[src/rtl/voice_allocator_pkg.sv]
// Shared definitions for the voice allocator: command layout,
// FSM encoding and status word field offsets.
package synth_voice_pkg;

  localparam int CMD_ON_BIT = 15;
  localparam int NOTE_MSB   = 14;
  localparam int NOTE_LSB   = 8;
  localparam int VEL_MSB    = 7;

  localparam logic [6:0] STOP_ALL_NOTE = 7'h7F;

  localparam int ST_DROP_LSB = 24;
  localparam int ST_LVL_LSB  = 20;
  localparam int ST_BUSY_BIT = 16;

  typedef enum logic [1:0] {
    IDLE,
    SCAN,
    COMMIT
  } state_e;

  typedef struct packed {
    logic       on;
    logic [6:0] note;
    logic [7:0] vel;
  } cmd_t;

  function automatic cmd_t unpack_cmd(input logic [15:0] w);
    cmd_t c;
    c.on   = w[CMD_ON_BIT];
    c.note = w[NOTE_MSB:NOTE_LSB];
    c.vel  = w[VEL_MSB:0];
    return c;
  endfunction

endpackage

[src/rtl/voice_allocator_if.sv]
// Avalon-MM slave bundle for the voice allocator.
// Ports: write/writedata/read from master, readdata to master.
interface voice_allocator_if;
  logic        avs_s0_write;
  logic [31:0] avs_s0_writedata;
  logic        avs_s0_read;
  logic [31:0] avs_s0_readdata;

  modport master (
    output avs_s0_write, avs_s0_writedata, avs_s0_read,
    input  avs_s0_readdata
  );

  modport slave (
    input  avs_s0_write, avs_s0_writedata, avs_s0_read,
    output avs_s0_readdata
  );
endinterface

[src/rtl/voice_allocator_cmd_fifo.sv]
// Synchronous command FIFO (power-of-2 depth).
// Ports: clk, reset, push/din, pop/dout, full, empty, level.
module cmd_fifo #(
  parameter int DEPTH = 4,
  parameter int W     = 16
) (
  input  logic                     clk,
  input  logic                     reset,
  input  logic                     push,
  input  logic [W-1:0]             din,
  input  logic                     pop,
  output logic [W-1:0]             dout,
  output logic                     full,
  output logic                     empty,
  output logic [$clog2(DEPTH):0]   level
);
  localparam int AW = $clog2(DEPTH);

  logic [W-1:0]  mem_q [DEPTH];
  logic [AW-1:0] wr_q, wr_d;
  logic [AW-1:0] rd_q, rd_d;
  logic [AW:0]   cnt_q, cnt_d;
  logic          do_push, do_pop;

  assign full  = cnt_q[AW];
  assign empty = (cnt_q == '0);
  assign level = cnt_q;
  assign dout  = mem_q[rd_q];

  always_comb begin
    do_push = push && !full;
    do_pop  = pop && !empty;
    wr_d    = wr_q + AW'(do_push);
    rd_d    = rd_q + AW'(do_pop);
    cnt_d   = cnt_q + (AW+1)'(do_push) - (AW+1)'(do_pop);
  end

  always_ff @(posedge clk) begin
    if (reset) begin
      wr_q  <= '0;
      rd_q  <= '0;
      cnt_q <= '0;
    end else begin
      wr_q  <= wr_d;
      rd_q  <= rd_d;
      cnt_q <= cnt_d;
    end
  end

  always_ff @(posedge clk) begin
    if (do_push) mem_q[wr_q] <= din;
  end

endmodule

[src/rtl/voice_allocator.sv]
// Note command -> voice allocator: FIFO, sequential scan, commit.
// Ports: clk, reset, avs (Avalon slave), per-voice outputs, o_busy.
module voice_allocator
  import synth_voice_pkg::*;
#(
  parameter int NUM_VOICES = 8,
  parameter int FIFO_DEPTH = 4,
  parameter int AGE_W      = 8
) (
  input  logic                      clk,
  input  logic                      reset,
  voice_allocator_if.slave          avs,
  output logic [NUM_VOICES-1:0]     o_voice_active,
  output logic [NUM_VOICES*7-1:0]   o_voice_note,
  output logic [NUM_VOICES*8-1:0]   o_voice_vel,
  output logic [NUM_VOICES-1:0]     o_voice_trig,
  output logic                      o_busy
);
  localparam int IW = (NUM_VOICES > 1) ? $clog2(NUM_VOICES) : 1;
  localparam int LW = $clog2(FIFO_DEPTH) + 1;
  localparam logic [AGE_W-1:0] AGE_MAX = '1;

  state_e                 state_q, state_d;
  cmd_t                   cmd_q, cmd_d;
  logic [IW-1:0]          idx_q, idx_d;
  logic                   mok_q, mok_d, fok_q, fok_d, ook_q, ook_d;
  logic [IW-1:0]          mat_q, mat_d, fre_q, fre_d, old_q, old_d;
  logic [AGE_W-1:0]       oage_q, oage_d;
  logic [NUM_VOICES-1:0]  active_q, active_d;
  logic [NUM_VOICES-1:0]  trig_q, trig_d;
  logic [6:0]             note_q [NUM_VOICES];
  logic [6:0]             note_d [NUM_VOICES];
  logic [7:0]             vel_q  [NUM_VOICES];
  logic [7:0]             vel_d  [NUM_VOICES];
  logic [AGE_W-1:0]       age_q  [NUM_VOICES];
  logic [AGE_W-1:0]       age_d  [NUM_VOICES];
  logic [7:0]             drop_q, drop_d;
  logic [31:0]            rdata_q, rdata_d;

  logic [15:0]   fifo_dout;
  logic          fifo_full, fifo_empty, fifo_pop;
  logic [LW-1:0] fifo_level;
  logic          busy;
  cmd_t          fcmd;
  logic [IW-1:0] tgt;
  logic          unused_hi;

  assign unused_hi = ^avs.avs_s0_writedata[31:16];

  cmd_fifo #(.DEPTH(FIFO_DEPTH), .W(16)) u_fifo (
    .clk   (clk),
    .reset (reset),
    .push  (avs.avs_s0_write),
    .din   (avs.avs_s0_writedata[15:0]),
    .pop   (fifo_pop),
    .dout  (fifo_dout),
    .full  (fifo_full),
    .empty (fifo_empty),
    .level (fifo_level)
  );

  assign busy = (state_q != IDLE) || !fifo_empty;
  assign fcmd = unpack_cmd(fifo_dout);

  always_comb begin
    state_d  = state_q;
    cmd_d    = cmd_q;
    idx_d    = idx_q;
    mok_d    = mok_q;
    fok_d    = fok_q;
    ook_d    = ook_q;
    mat_d    = mat_q;
    fre_d    = fre_q;
    old_d    = old_q;
    oage_d   = oage_q;
    active_d = active_q;
    trig_d   = '0;
    note_d   = note_q;
    vel_d    = vel_q;
    age_d    = age_q;
    drop_d   = drop_q;
    rdata_d  = rdata_q;
    fifo_pop = 1'b0;
    tgt      = '0;

    if (avs.avs_s0_write && fifo_full && drop_q != 8'hFF)
      drop_d = drop_q + 8'd1;

    if (avs.avs_s0_read)
      rdata_d = {drop_q, 4'(fifo_level), 3'b000, busy,
                 16'(active_q)};

    unique case (state_q)
      IDLE: begin
        if (!fifo_empty) begin
          fifo_pop = 1'b1;
          cmd_d    = fcmd;
          if (!fcmd.on && fcmd.note == STOP_ALL_NOTE) begin
            active_d = '0;
          end else begin
            state_d = SCAN;
            idx_d   = '0;
            mok_d   = 1'b0;
            fok_d   = 1'b0;
            ook_d   = 1'b0;
            oage_d  = '0;
          end
        end
      end
      SCAN: begin
        if (active_q[idx_q] && note_q[idx_q] == cmd_q.note
            && !mok_q) begin
          mok_d = 1'b1;
          mat_d = idx_q;
        end
        if (!active_q[idx_q] && !fok_q) begin
          fok_d = 1'b1;
          fre_d = idx_q;
        end
        // strict > keeps the lowest index on equal ages
        if (active_q[idx_q]
            && (!ook_q || age_q[idx_q] > oage_q)) begin
          ook_d  = 1'b1;
          old_d  = idx_q;
          oage_d = age_q[idx_q];
        end
        if (idx_q == IW'(NUM_VOICES - 1)) state_d = COMMIT;
        else idx_d = idx_q + IW'(1);
      end
      COMMIT: begin
        state_d = IDLE;
        if (cmd_q.on) begin
          tgt = mok_q ? mat_q : (fok_q ? fre_q : old_q);
          for (int i = 0; i < NUM_VOICES; i++) begin
            if (active_q[i] && IW'(i) != tgt
                && age_q[i] != AGE_MAX)
              age_d[i] = age_q[i] + AGE_W'(1);
          end
          active_d[tgt] = 1'b1;
          note_d[tgt]   = cmd_q.note;
          vel_d[tgt]    = cmd_q.vel;
          age_d[tgt]    = '0;
          trig_d[tgt]   = 1'b1;
        end else if (mok_q) begin
          active_d[mat_q] = 1'b0;
        end
      end
      default: state_d = IDLE;
    endcase
  end

  always_ff @(posedge clk) begin
    if (reset) begin
      state_q  <= IDLE;
      cmd_q    <= '0;
      idx_q    <= '0;
      mok_q    <= 1'b0;
      fok_q    <= 1'b0;
      ook_q    <= 1'b0;
      mat_q    <= '0;
      fre_q    <= '0;
      old_q    <= '0;
      oage_q   <= '0;
      active_q <= '0;
      trig_q   <= '0;
      note_q   <= '{default: '0};
      vel_q    <= '{default: '0};
      age_q    <= '{default: '0};
      drop_q   <= '0;
      rdata_q  <= '0;
    end else begin
      state_q  <= state_d;
      cmd_q    <= cmd_d;
      idx_q    <= idx_d;
      mok_q    <= mok_d;
      fok_q    <= fok_d;
      ook_q    <= ook_d;
      mat_q    <= mat_d;
      fre_q    <= fre_d;
      old_q    <= old_d;
      oage_q   <= oage_d;
      active_q <= active_d;
      trig_q   <= trig_d;
      note_q   <= note_d;
      vel_q    <= vel_d;
      age_q    <= age_d;
      drop_q   <= drop_d;
      rdata_q  <= rdata_d;
    end
  end

  always_comb begin
    o_voice_note = '0;
    o_voice_vel  = '0;
    for (int i = 0; i < NUM_VOICES; i++) begin
      o_voice_note[7*i +: 7] = note_q[i];
      o_voice_vel[8*i +: 8]  = vel_q[i];
    end
  end

  assign o_voice_active      = active_q;
  assign o_voice_trig        = trig_q;
  assign o_busy              = busy;
  assign avs.avs_s0_readdata = rdata_q;

endmodule

[src/flat_wrapper.sv]
// flat-port wrapper written by rule: the top's interface ports become plain ports
module voice_allocator_flat import synth_voice_pkg::*;
#(
  parameter int NUM_VOICES = 8,
  parameter int FIFO_DEPTH = 4,
  parameter int AGE_W      = 8
)
  (clk, reset, o_voice_active, o_voice_note, o_voice_vel, o_voice_trig, o_busy, avs_avs_s0_write, avs_avs_s0_writedata, avs_avs_s0_read, avs_avs_s0_readdata);
  voice_allocator_if avs_i ();
  input  logic clk;
  input  logic reset;
  output logic [NUM_VOICES-1:0] o_voice_active;
  output logic [NUM_VOICES*7-1:0] o_voice_note;
  output logic [NUM_VOICES*8-1:0] o_voice_vel;
  output logic [NUM_VOICES-1:0] o_voice_trig;
  output logic o_busy;
  input wire logic [$bits(avs_i.avs_s0_write)-1:0] avs_avs_s0_write;
  input wire logic [$bits(avs_i.avs_s0_writedata)-1:0] avs_avs_s0_writedata;
  input wire logic [$bits(avs_i.avs_s0_read)-1:0] avs_avs_s0_read;
  output wire logic [$bits(avs_i.avs_s0_readdata)-1:0] avs_avs_s0_readdata;
  assign avs_i.avs_s0_write = avs_avs_s0_write;
  assign avs_i.avs_s0_writedata = avs_avs_s0_writedata;
  assign avs_i.avs_s0_read = avs_avs_s0_read;
  assign avs_avs_s0_readdata = avs_i.avs_s0_readdata;
  voice_allocator #(.NUM_VOICES(NUM_VOICES), .FIFO_DEPTH(FIFO_DEPTH), .AGE_W(AGE_W)) u_core (.clk(clk), .reset(reset), .avs(avs_i), .o_voice_active(o_voice_active), .o_voice_note(o_voice_note), .o_voice_vel(o_voice_vel), .o_voice_trig(o_voice_trig), .o_busy(o_busy));
endmodule
[config.mk]
export PLATFORM = sky130hd
export DESIGN_NAME = voice_allocator_flat
export DESIGN_NICKNAME = d
export VERILOG_FILES = /design/src/rtl/voice_allocator_pkg.sv /design/src/rtl/voice_allocator_if.sv /design/src/rtl/voice_allocator_cmd_fifo.sv /design/src/rtl/voice_allocator.sv /design/src/flat_wrapper.sv
export SDC_FILE = /design/constraint.sdc
export NUM_CORES = 1
export LEC_CHECK = 0
export ABC_CLOCK_PERIOD_IN_PS = 4700
export CORE_MARGIN = 2
export CORE_UTILIZATION = 45
export CTS_CLUSTER_SIZE = 8
export DETAILED_ROUTE_END_ITERATION = 8
export PLACE_DENSITY = 0.74
export SYNTH_ARGS = -nofsm -noshare
export SYNTH_HDL_FRONTEND = slang
export SYNTH_SLANG_ARGS = --single-unit
[constraint.sdc]
create_clock -name clk -period 4.7 [get_ports clk]
set_input_delay 0.705 -clock clk [delete_from_list [all_inputs] [get_ports clk]]
set_output_delay 0.705 -clock clk [all_outputs]
set_load 0.05 [all_outputs]
# After elaboration in Yosys (flattened, before gate mapping)
# Memories as Yosys holds them, arrays and structs flattened. A register that Yosys moved wholly into a read port is not among the register bits.
# Index checks and enable logic that the tools add are counted.
[op_classes]
eq_ne = 30
n_reduce_logical = 55
addsub = 14
bitwise = 10
order_cmp = 9
mux = 74
[ops]
columns = ["cell", "n"]
rows = [
  ["$mux W8", 34],
  ["$add A8 B1 Y8 const B", 9],
  ["$ne A8 B8 Y1 const B", 9],
  ["$and A64 B64 Y64", 1],
  ["$bwmux W64", 1],
  ["$not A64 Y64", 1],
  ["$bwmux W56", 1],
  ["$pmux W8 S2", 2],
  ["$logic_and A1 B1 Y1", 28],
  ["$bmux W8 S3", 1],
  ["$demux W8 S3", 1],
  ["$bmux W7 S3", 1],
  ["$demux W7 S3", 1],
  ["$mux W7", 3],
  ["$reduce_and A4 Y1", 5],
  ["$mux W3", 5],
  ["$lt A3 B4 Y1 const B", 3],
  ["$mux W1", 12],
  ["$ne A3 B3 Y1 const A", 4],
  ["$ne A2 B1 Y1 const B", 5],
  ["$reduce_and A2 Y1", 5],
  ["$and A8 B8 Y8", 1],
  ["$ge A4 B4 Y1 const B", 2],
  ["$gt A8 B8 Y1", 1],
  ["other kinds (33)", 56],
]
[word_totals]
inputBits = 36
mem_bits_rw = 64
wordCells = 236
reg_bits = 276
memories = 1
[mem_list]
columns = ["memory", "words", "word_bits", "read_ports", "rd_clocked_by_memory_dff", "wr", "line", "rtl"]
rows = [
  ["u_core.u_fifo.mem_q", 4, 16, 1, 1, 1, "voice_allocator_cmd_fifo.sv:19", "logic [W-1:0] mem_q [DEPTH];"],
]

# Logic depth before layout (Yosys ltp)
[logic_depth]
word_depth = 9
ltp_mapped = 13
ltp_nobuf = 11

# Hierarchy
# From an unflattened synthesis, not the netlist that was laid out.
[hier_totals]
hier_cells = 1212
area_unflattened_um2 = 13928.4
[by_module_without_submodules]
columns = ["module", "area_each_um2", "seq_area_each_um2", "n_inst", "cells_each"]
rows = [
  ["voice_allocator", 11193.2, 5385.2, 1, 1091],
  ["cmd_fifo", 2735.1, 2062.0, 1, 121],
]

# Worst setup path before layout
# OpenSTA, ideal clock, no wires.
[synth_timing]
path_type = "register -> register"
start = "reg u_core.idx_q[0]"
end = "reg u_core.oage_q[1]"
stages_incl_launch_ff = 13
synth_period_minus_slack_ns = 3.155
n_path_buf = 3
setup_ns = 0.117
required_ns = 4.583
t_arrival_ns = 3.038
slack_ns = 1.545
path_cell_list = "dfxtp_1 > buf_4 > buf_6 > buf_4 > mux4_2 > mux2_2 > ha_1 > a21o_1 > a21oi_1 > o21ai_0 > o211ai_1 > nor2_1 > a22o_1"
[synth_between]
elab_chain_len = 9
elab_cells_between_ends = 13
classes_between = "order compare: 1; eq/ne: 1; mux: 7; bitwise: 1; reduce/logical: 3"
[synth_rtl]
columns = ["item", "line", "rtl"]
rows = [
  ["from (decl)", "voice_allocator.sv:25", "logic [IW-1:0] idx_q, idx_d;"],
  ["from (signal assigned)", "voice_allocator.sv:174", "idx_q <= idx_d;"],
  ["$not A3 Y4 (implied by the code)", "voice_allocator.sv:122, voice_allocator.sv:125", ""],
  ["$bmux W8 S3", "voice_allocator.sv:122, voice_allocator.sv:125", ""],
  ["$mux W8 (implied by the code) (2 in a row)", "voice_allocator.sv:122, voice_allocator.sv:125", ""],
  ["$gt A8 B8 Y1", "voice_allocator.sv:122", "&& (!ook_q || age_q[idx_q] > oage_q)) begin"],
  ["$logic_or A1 B1 Y1", "voice_allocator.sv:122", ""],
  ["$logic_and A1 B1 Y1", "voice_allocator.sv:122", ""],
  ["$ne A2 B1 Y1 (no line)", "--", ""],
  ["$reduce_and A4 Y1 (no line)", "--", ""],
  ["to (signal assigned)", "voice_allocator.sv:181", "oage_q <= oage_d;"],
  ["to (decl)", "voice_allocator.sv:28", "logic [AGE_W-1:0] oage_q, oage_d;"],
]
# Several ways; a longest one is shown, not always the timed one. The select of a mux whose other input is x is not followed.
# A chain may end at the register's enable or synchronous reset.

# Final worst setup path
[layout_timing]
start = "reg u_core.idx_q[0]"
end = "reg u_core.oage_q[2]"
# The elaborated chain is that of the path after synthesis.

==> results.sh <==
export IMPL_seqPwrFrac_pct=45.3
export IMPL_min_from="u_core.o_voice_vel[61]"
export IMPL_place_congestion=0.861
export IMPL_power_leakage_uw=0.00633
export IMPL_setup_viol=0
export IMPL_worstPathMaxFanout=25
export IMPL_comb_power_share_pct=13.2
export IMPL_reg2regPathDepth=9
export IMPL_cts_tree="built"
export IMPL_die_x_um=182
export IMPL_fill_cells=2541
export IMPL_p_sw_share_pct=28.3
export IMPL_post_cts_buffers=0
export IMPL_worstHoldPathType="reg2reg"
export IMPL_pwr_share_clk_pct=41.5
export IMPL_drt_iter0_markers=605
export IMPL_die_y_um=182
export IMPL_grt_pass1_wl_um=58900
export IMPL_grt_pass1_vias=10200
export IMPL_cts_root_buf="clkbuf_16"
export IMPL_areaGrowthSynthToFinish_pct=23.3
export IMPL_drt_wl_total_um=37800
export IMPL_reg2reg_slack_ns=1.01
export IMPL_drive_above_1_share_pct=11.0
export IMPL_first_pass_iters=5
export IMPL_synthFlopType="dfxtp_1"
export IMPL_synth_seq_cells=340
export IMPL_whs_path_depth=1
export IMPL_grt_antenna_before_repair=0
export IMPL_timing_fmax_mhz=271
export IMPL_synth_cell_type_count=76
export IMPL_post_route_worst_setup_slack_ns=1.01
export IMPL_p_int_uw=5440
export IMPL_hold_end="u_core.o_voice_vel[61]"
export IMPL_grtUsageTotal_pct=22.7
export IMPL_place_ws_ns=1.03
export IMPL_fp_coreArea_mm2=0.0313
export IMPL_cp_end_kind="flop"
export IMPL_postSynthAreaPerCell_um2=11.7
export IMPL_synth_area_mm2=0.0142
export IMPL_max_slew_margin_rel_pct=25.2
export IMPL_tns_ns=0
export IMPL_crit_path_start_kind="flop"
export IMPL_critical_path_required_ns=5.20
export IMPL_syn_instance_count=1219
export IMPL_ys_async_sr_fraction_pct=0
export IMPL_io_pins=205
export IMPL_numCtsBuffers=48
export IMPL_maxCapViolations=0
export IMPL_fin_util_pct=55.9
export IMPL_worstSetupPathType="reg2reg"
export IMPL_final_max_slew_viol_count=0
export IMPL_clk_pin_slew_ns=0.05
export IMPL_arrival_ns=4.19
export IMPL_yosysSeqAreaShare_pct=52.4
export IMPL_total_power_uw=7580
export IMPL_finalHoldViolCount=0
export IMPL_rows=65
export IMPL_initial_core_util_pct=45.4
export IMPL_status="finished clean"
export IMPL_fin_crit_sh_pct=78.4
export IMPL_ir_drop_mv=0.366
export IMPL_grt_overflow=0
export IMPL_htreeDepth=2
export IMPL_fin_crit_ns=3.69
export IMPL_powerDensity_mw_per_mm2=433
export IMPL_rsz0062_at_grt="false"
export IMPL_p_sw_uw=2140
export IMPL_vias=10400
export IMPL_wl_per_cell_um=20.9
export IMPL_cts_hold_buf=0
export IMPL_cts_resized_gates=0
export IMPL_clockBufferDepth=3
export IMPL_clock_skew_ns=0.0354
export IMPL_grt_max_degree=77
export IMPL_drc=0
export IMPL_synth_edf_count=64
export IMPL_routed_via_density=5.78
export IMPL_clk_latency_ns=0.58
export IMPL_antenna_cells=0
export IMPL_nets=1449
export IMPL_place_hpwl_um=25700
export IMPL_port_buffers=176
export IMPL_startpoint="u_core.idx_q[0]"
export IMPL_r2r_end="u_core.oage_q[2]"
export IMPL_r2r_start="u_core.idx_q[0]"
export IMPL_synth_warnings=0
export IMPL_worstMarginPinSlew_ns=1.11
export IMPL_cts_sinks=340
export IMPL_die_area_mm2=0.0330
export IMPL_drtAntennaViolNets=0
## logic make-up after synthesis
logic type | synth area share [%]
flip-flops | 52.4
AND/OR/NAND/NOR | 10.8
AO/OA/AOI/OAI | 15.1
buffers and inverters | 4.20
multiplexers | 11.2
XOR/XNOR | 4.13
adder cells (fa/ha/maj) | 2.17
other | 0.0264
## cell type report
class / instances / area, um^2 / share of cell area [%]
inverters: 20 / 75.1 / 0.429
well taps: 402 / 503 / 2.87
clock buffers: 60 / 1250 / 7.11
repair buffers: 196 / 1910 / 10.9
flip-flops and latches: 340 / 7450 / 42.5
multi-input cells: 783 / 6210 / 35.5
clock inverters: 4 / 120 / 0.686
## synthesized netlist by cell type (6+ instances only)
cell type	n	area, um^2
a21oi_1	39	195
inv_1	19	71.3
xnor2_1	17	149
nor3_1	8	40.0
edfxtp_1	64	1920
ha_1	23	288
buf_2	23	115
nand2_1	61	229
a21oi_2	8	70.1
nand4_1	42	263
o211ai_1	6	45.0
buf_6	7	78.8
nor2b_1	9	56.3
mux2i_1	57	571
buf_4	17	128
xor2_1	50	438
and3_1	14	87.6
a211oi_1	8	60.1
nand3_1	14	70.1
a21o_1	9	67.6
o21ai_0	21	105
mux4_2	34	766
dfxtp_1	276	5530
a22o_1	131	1150
mux4_1	6	158
buf_1	18	67.6
clkbuf_1	16	60.1
nor2_1	121	454
mux2_2	7	78.8
## power groups by stage
stage / logic, uW / registers (uW) / clock network (uW)
after global placement: 975 / 3470 / 0
after global routing: 1090 / 3450 / 3310
after floorplan: 932 / 3270 / 0
final: 1000 / 3430 / 3140
after CTS: 1000 / 3430 / 3190
after detailed placement: 998 / 3480 / 0
## through the flow
step	instance area (um^2)	hold slack (ns)	cells
floorplan	14200	0.430	1230
global placement	16200	0.456	1741
detailed placement	16200	0.464	1741
CTS	17500	0.478	1805
global route	17500	0.494	1805
finish	17500	0.475	1805
## metal layers
layer / up-vias / GRT usage [%] / share of wire (%)
li1: 4830 / - / -
met1: 5090 / 30.0 / 43
met2: 411 / 36.6 / 47
met3: 99 / 4.35 / 6.8
met4: 0 / 9.37 / 3.8
met5: - / 0 / 0
## cell usage in the layout, fill, tap and decap left out, types with 14 or more instances in the layout
cell | synthesis | final
xnor2_1 | 17 | 17
a21oi_1 | 39 | 39
mux2i_1 | 57 | 57
nand3_1 | 14 | 14
and3_1 | 14 | 14
xor2_1 | 50 | 50
inv_1 | 19 | 19
clkbuf_16 | 0 | 48
mux4_2 | 34 | 34
edfxtp_1 | 64 | 64
nor2_1 | 121 | 120
nand4_1 | 42 | 42
o21ai_0 | 21 | 21
a22o_1 | 131 | 131
clkdlybuf4s50_1 | 0 | 175
ha_1 | 23 | 23
buf_4 | 17 | 21
dfxtp_1 | 276 | 275
nand2_1 | 61 | 61
## critical path, stage by stage, from the launching register on
cell and delay [ns]:
dfxtp_2 0.82, mux4_2 0.61, mux2_2 0.29, ha_1 0.29
nand4_1 0.13, mux2i_1 0.15, a211oi_1 0.32, o211ai_1 0.33
nor2_1 0.47, a22o_1 0.20
## worst max-delay path by stage
stage                  endpoint  slack (ns)  cells after the start
2_1_floorplan  u_core.oage_q[1]        1.54                     12
3_3_place_gp   u_core.oage_q[1]        1.07                      9
3_5_place_dp   u_core.oage_q[2]        1.03                      9
4_1_cts        u_core.oage_q[2]        1.02                      9
5_1_grt        u_core.oage_q[1]        0.75                      9
6_report       u_core.oage_q[2]        1.01                      9
## registers in the layout, indices dropped and copies added, names as in the netlist
name,count
u_core.u_fifo.mem_q,64
u_core.mat_q,3
u_core.mok_q,1
u_core.age_q,64
u_core.old_q,3
u_core.oage_q,8
u_core.fok_q,1
u_core.avs.avs_s0_readdata,20
u_core.cmd_q,16
u_core.o_voice_active,8
u_core.u_fifo.rd_q,2
u_core.idx_q,3
u_core.o_voice_vel,64
u_core.ook_q,1
u_core.o_voice_trig,8
u_core.o_voice_note,56
u_core.state_q,2
u_core.drop_q,8
u_core.u_fifo.wr_q,2
u_core.fre_q,3
u_core.u_fifo.level,3
Note: power is estimated with default switching activity, not from simulation.
==> RTL change: new RTL, config.mk and constraints unchanged <==
The output `o_voice_trig` loses its register stage (`trig_q` becomes a continuous assignment).
--- a/src/rtl/voice_allocator.sv
+++ b/src/rtl/voice_allocator.sv
@@ -164,3 +164,2 @@
       active_q <= '0;
-      trig_q   <= '0;
       note_q   <= '{default: '0};
@@ -182,3 +181,2 @@
       active_q <= active_d;
-      trig_q   <= trig_d;
       note_q   <= note_d;
@@ -190,2 +188,4 @@
   end
+
+  assign trig_q = trig_d;
 
Behaviour: same outputs for any inputs over 4 cycles, from zero or initial values and one cycle with reset high; that may be too few to reach the edited logic, so the function may still have changed.
==> RTL change against the original RTL <==
- sequential cell count decreased by 8
- setup slack lost 0.40 ns
- routed wire length is 0.98% higher
- cell count up 13%
- sequential share of layout area fell by 1.0 points
- power fell by 2.9%
- final area rose by 0.26%
- maximum frequency down 9.8%
- largest power group unchanged
- critical path type is now flip-flop to primary output
- synthesized area is 0.11% lower
- clock power down 3%
- register-to-register slack worse by 0.11 ns
==> RTL change: results (changes against the original RTL) <==
sta:
  finalClockSkew_ns: 0.0152  # was 0.0354 ns
  slew_headroom: 0.198  # was 0.252
  hold_ws_ns: 0.451  # was 0.475 ns
logic_synthesis:
  seq_area_frac_synth: 0.514  # was 0.524
power_and_ir_drop:
  leakagePower_nw: 6.03  # was 6.33 nW
  switching_share: 0.279  # was 0.283
  pg_seq_mw: 3.35  # was 3.43 mW
placement:
  place_inst: 1971  # was 1741
  place_congestion: 0.857  # was 0.861
  dp_hpwl_mm: 26.7  # was 25.7 mm
  place_ws_ns: 0.925  # was 1.03 ns
  post_dp_cell_area_um2: 16200  # about the same
detailed_routing:
  met2_length_mm: 17.5  # was 17.6 mm
  wirelength_mm: 38.2  # was 37.8 mm
  wl_met3_mm: 2.62  # was 2.59 mm
  wirelength_met1_mm: 16.1  # was 16.2 mm
finish:
  nets: 1678  # was 1449
  drive_gt1_frac: 0.0974  # was 0.110
clocking:
  cts-buffers-inserted: 47  # was 48
  clk_latency_ns: 0.56  # was 0.58 ns
worst_setup_path:
  cpPeakStageDelay_ns: 0.92  # was 0.82 ns
  ff2ff_path_depth: 11  # was 9
  worstSetupStartpoint: "u_core.fok_q"  # was u_core.idx_q[0]
  r2r_setup_slack_ns: 0.90  # was 1.01 ns
worst_hold_path:
  min_from: "u_core.o_voice_vel[46]"  # was u_core.o_voice_vel[61]
  min_path_cells: 2  # was 1
global_route:
  grtUsageTotal: 0.227  # about the same
status:
  run_status: "completed"  # unchanged
[RTL change: area by class of cell]
class | count | area, um2
fill | 2626 | 13700
sequential | 332 | 7290
multi-input combinational | 1006 | 6370
timing repair buffer | 204 | 1970
clock buffer | 60 | 1240
tap | 402 | 503
inverter | 27 | 101
clock inverter | 3 | 80.1
[RTL change: routing by layer]
metal	GRT usage	up-vias
met5	0	-
met4	0.117	0
met3	0.0501	118
met2	0.361	389
met1	0.292	5352
li1	-	5330
[RTL change: logic make-up after synthesis]
| logic type | share of synthesized area |
|---|---|
| AO/OA/AOI/OAI | 0.109 |
| XOR/XNOR | 0.0364 |
| adder cells (fa/ha/maj) | 0.0217 |
| buffers and inverters | 0.0410 |
| flip-flops | 0.514 |
| multiplexers | 0.111 |
| other | 0.000264 |
| AND/OR/NAND/NOR | 0.168 |
